## src/rtl/key_evt_pkg.sv

```systemverilog
// key_evt_pkg: shared state encoding and ms-to-cycle conversion for key_event_decoder
package key_evt_pkg;
  typedef enum logic [2:0] {IDLE, PRESS1, WAIT2, PRESS2, LONG_HOLD} state_t;
  function automatic int ms_to_cyc(input int clk_freq, input int ms);
    return clk_freq / 1000 * ms;
  endfunction
endpackage

```

## src/rtl/key_event_decoder.sv

```systemverilog
// key_event_decoder: classifies debounced key gestures into short/long/double-click pulses
//   sys_clk, sys_rst_n (async, active-low)
//   key_flag  : one-cycle strobe, key_value just changed
//   key_value : debounced level, 0 = pressed
//   short_press, long_press, double_click, key_repeat : registered one-cycle pulses
//   key_busy  : FSM not in IDLE
//   Optional auto-repeat while held after a long press: define KEY_REPEAT_EN
module key_event_decoder
  import key_evt_pkg::*;
#(
  parameter int CLK_FREQ  = 50_000_000,
  parameter int LONG_MS   = 1000,
  parameter int DBL_MS    = 300,
  parameter int REPEAT_MS = 200
) (
  input  logic sys_clk,
  input  logic sys_rst_n,
  input  logic key_flag,
  input  logic key_value,
  output logic short_press,
  output logic long_press,
  output logic double_click,
  output logic key_repeat,
  output logic key_busy
);
  localparam int LONG_CYC = ms_to_cyc(CLK_FREQ, LONG_MS);
  localparam int DBL_CYC  = ms_to_cyc(CLK_FREQ, DBL_MS);
  localparam int REP_CYC  = ms_to_cyc(CLK_FREQ, REPEAT_MS);
  localparam int MAX_LD   = LONG_CYC > DBL_CYC ? LONG_CYC : DBL_CYC;
  localparam int MAX_CYC  = MAX_LD > REP_CYC ? MAX_LD : REP_CYC;
  localparam int CW       = $clog2(MAX_CYC + 1);
  localparam logic [CW-1:0] LONG_T = CW'(LONG_CYC - 1);
  localparam logic [CW-1:0] DBL_T  = CW'(DBL_CYC - 1);
  if (LONG_CYC < 2 || DBL_CYC < 2 || REP_CYC < 2) begin : g_cfg_err
    $error("key_event_decoder: derived cycle counts must be >= 2");
  end
  state_t state, state_n;
  logic [CW-1:0] cnt, cnt_n;
  logic press, release_ev, timed, reload;
  logic short_n, long_n, dbl_n, rep_n;
  assign press      = key_flag & ~key_value;
  assign release_ev = key_flag & key_value;
  assign key_busy   = state != IDLE;
  always_ff @(posedge sys_clk or negedge sys_rst_n)
    if (!sys_rst_n) begin
      state        <= IDLE;
      cnt          <= '0;
      short_press  <= 1'b0;
      long_press   <= 1'b0;
      double_click <= 1'b0;
      key_repeat   <= 1'b0;
    end else begin
      state        <= state_n;
      cnt          <= cnt_n;
      short_press  <= short_n;
      long_press   <= long_n;
      double_click <= dbl_n;
      key_repeat   <= rep_n;
    end
  // Key events are tested before terminal counts, so an edge on the terminal cycle wins.
  always_comb begin
    state_n = state;
    case (state)
      IDLE:      state_n = press ? PRESS1 : IDLE;
      PRESS1:    state_n = release_ev ? WAIT2 : cnt == LONG_T ? LONG_HOLD : PRESS1;
      WAIT2:     state_n = press ? PRESS2 : cnt == DBL_T ? IDLE : WAIT2;
      PRESS2:    state_n = release_ev ? IDLE : cnt == LONG_T ? LONG_HOLD : PRESS2;
      LONG_HOLD: state_n = release_ev ? IDLE : LONG_HOLD;
      default:   state_n = IDLE;
    endcase
  end
`ifdef KEY_REPEAT_EN
  localparam logic [CW-1:0] REP_T = CW'(REP_CYC - 1);
  assign timed  = state != IDLE;
  assign reload = state == LONG_HOLD && cnt == REP_T;
  assign rep_n  = state == LONG_HOLD && !release_ev && cnt == REP_T;
`else
  assign timed  = state == PRESS1 || state == WAIT2 || state == PRESS2;
  assign reload = 1'b0;
  assign rep_n  = 1'b0;
`endif
  always_comb begin
    cnt_n   = (state_n != state || reload) ? '0 : timed ? cnt + CW'(1) : cnt;
    short_n = state == WAIT2 && !press && cnt == DBL_T;
    long_n  = (state == PRESS1 || state == PRESS2) && !release_ev && cnt == LONG_T;
    dbl_n   = state == PRESS2 && release_ev;
  end
endmodule

```

## config.mk

```make
export PLATFORM = sky130hd
export DESIGN_NAME = key_event_decoder
export DESIGN_NICKNAME = d
export VERILOG_FILES = /design/src/rtl/key_evt_pkg.sv /design/src/rtl/key_event_decoder.sv
export SDC_FILE = /design/constraint.sdc
export NUM_CORES = 1
export LEC_CHECK = 0
export BUFFER_PORTS_ARGS = -buffer_cell sky130_fd_sc_hd__buf_2
export CORE_UTILIZATION = 35
export CTS_CLUSTER_DIAMETER = 100
export DETAILED_ROUTE_END_ITERATION = 16
export PLACE_DENSITY = 0.49
export SYNTH_ARGS = -nofsm -noshare
export SYNTH_HDL_FRONTEND = slang
export SYNTH_SLANG_ARGS = --single-unit
export TNS_END_PERCENT = 5
```

## constraint.sdc

```tcl
create_clock -name sys_clk -period 4.7 [get_ports sys_clk]
set_input_delay 0.235 -clock sys_clk [delete_from_list [all_inputs] [get_ports sys_clk]]
set_output_delay 0.235 -clock sys_clk [all_outputs]
set_load 0.01 [all_outputs]
```

==> impl_metrics.tcl <==
set metrics [dict create \
    die_w_um 73.0 \
    cts-root-buf "clkbuf_8" \
    crit_type "reg2reg" \
    initial_core_util 0.368 \
    postRouteAntennaNets 0 \
    synth_area_leaders "dfrtp_1, xnor2_1, nor2_1" \
    crit_path_max_fanout 14 \
    drt_iter0_markers 53 \
    final-seq-area_um2 801 \
    reg2reg_depth 5 \
    clockBufferDepth 2 \
    finalHoldViolations 9 \
    routabilityCongestion 0.748 \
    cts_sinks 32 \
    fin_crit_sh 0.616 \
    rsz0062_at_grt "false" \
    post-route-drc-count 0 \
    min_path_type "in2async" \
    synth_cell_types 41 \
    cts.htree.levels 2 \
    syn_nets 196 \
    setup_viol 0 \
    cp.required_ns 4.86 \
    p_leak_nw 0.767 \
    io_pins 9 \
    multiInputGateArea_um2 892 \
    synth_edf_count 0 \
    postCtsHoldBufs 0 \
    gr-total-overflow 0 \
    path_clk_slew_ns 0.07 \
    n_antenna_cell 0 \
    drv_cap 0 \
    place_hpwl_mm 2.65 \
    globalRouteTotalUtil 0.163 \
    hold_ws_ns -0.00348 \
    irDropWorstVdd_mv 0.157 \
    yosysWarnings 0 \
    fill_cells 490 \
    layout_commonest_cell "dfrtp_1" \
    synth_ff_type "dfrtp_1" \
    final_cell_mix "dfrtp_1, nor2_1, nand2_1, xnor2_1, nand3_1" \
    max_freq_mhz 345 \
    dr_total_vias 1366 \
    die_h_um 73.0 \
    outcome "complete, but fails checks" \
    startpoint_type "flip-flop" \
    fin_util 0.403 \
    ys_ff_latch 32 \
    synthArstFlopShare 1.00 \
    grt_pass1_wl_mm 6.44 \
    cts-buffers-inserted 5 \
    nets 200 \
    p_per_area_nw_per_um2 321 \
    portBuffers 7 \
    max_slew_margin 0.395 \
    synthesis.area_um2 1760 \
    post_cts_buffers 0 \
    post_cts_resize_count 0 \
    cp-end-kind "flip-flop" \
    cp.arrival_ns 3.06 \
    report.final.slew_viol_count 0 \
    synthToLayoutAreaGrowth_pct 9.30 \
    viasPerCell 5.21 \
    core-area_um2 4790 \
    netlist.area_leader.share 0.454 \
    period_minus_slack_ns 2.90 \
    grt_max_degree 33 \
    ys_seq_area_frac 0.454 \
    clock_skew_ns 0.00651 \
    yosys.area.top_type "dfrtp_1" \
    drt-pass1-iter-count 4 \
    first_global_vias 1297 \
    cts_tree "built" \
    failed_checks "negative hold slack" \
    drive_gt1_frac 0.108 \
    wirelength_mm 3.72 \
    postSynthAreaPerCell_um2 9.23 \
    insertion_delay_ns 0.28 \
    tightest_slew_ns 0.901 \
    antenna_found_initial 0 \
    core.rowCount 25 \
    setup_tns_ns 0 \
    avgRoutedWirePerCell_um 14.2 \
    syn_inst 191 \
    dieArea_um2 5320 \
]
-- critical path, stage by stage (launching register included) --
cell     delay (ns)
dfrtp_1        0.42
or4_1          0.56
or4b_4         0.60
o21ai_1        0.74
a21o_2         0.36
nor2_1         0.09
-- per-layer routing --
layer / GRT usage / routed length [µm] / vias up
li1: - / - / 678
met4: 0.0675 / 62 / 0
met2: 0.247 / 1680 / 25
met3: 0.0414 / 119 / 7
met5: 0 / 0 / -
met1: 0.222 / 1860 / 656
-- cell usage after synthesis, types with 2 or more instances --
library cell	instances
nor2b_1	2
nand3b_1	3
nor4_1	6
nand3_1	9
nand4_1	6
or3_1	4
o21ai_0	4
xor2_1	4
or4b_2	2
dfrtp_1	32
buf_2	2
or4_1	3
and2_1	2
inv_1	5
nor3_1	8
nand2_1	17
a21oi_1	5
and3_1	3
nor2_1	28
and4_1	4
xnor2_1	17
clkbuf_1	6
-- where the power goes --
group          switching (mW)  leakage, nW  internal (mW)
clock                  0.0974       0.0503          0.130
combinational          0.0434        0.280         0.0310
sequential             0.0223        0.437          0.295
total                   0.163        0.767          0.456
-- kinds of logic after synthesis --
logic type / after synthesis / synth area share
xor gates and xnor gates: 21 / 0.104
adders and majority gates: 1 / 0.00710
other: 1 / 0.00213
DFF: 32 / 0.454
buffers and inverters: 15 / 0.0397
and+or+nand+nor: 103 / 0.317
muxes: 1 / 0.00568
AOI/OAI and AO/OA: 17 / 0.0696
-- stage by stage --
stage	worst slack (ns)	cell area, µm²	power, mW	std cells	hold WS, ns
after floorplan	2.41	1760	0.377	191	-0.0606
after global placement	1.88	1830	0.396	255	0.324
after detailed placement	1.78	1830	0.397	255	0.330
after CTS	1.77	1930	0.626	262	0.0236
after global routing	1.64	1930	0.650	262	0.0585
final	1.80	1930	0.619	262	-0.00348
-- registers in the layout, summed over array words and instances (netlist names) --
register	flops
cnt	26
double_click	1
long_press	1
short_press	1
state	3
-- area by class of cell --
cell class / count / share of cell area
clock buffers: 7 / 0.0500
inverters: 5 / 0.00974
multi-input cells: 144 / 0.463
flip-flops and latches: 32 / 0.416
well taps: 67 / 0.0435
repair buffers: 7 / 0.0182
-- worst paths after layout --
check / startpoint / to / slack [ns]
setup / recovery: cnt[9] / cnt[8] / 1.80
hold / removal: sys_rst_n / double_click / -0.003
setup reg to reg: cnt[9] / cnt[8] / 1.80
hold reg to reg: cnt[1] / cnt[1] / 0.55
max in group asynchronous: sys_rst_n / cnt[2] / 4.25
min in group sys_clk: key_flag / state[0] / 0.28
No activity file was read; power rests on OpenSTA's default activity.
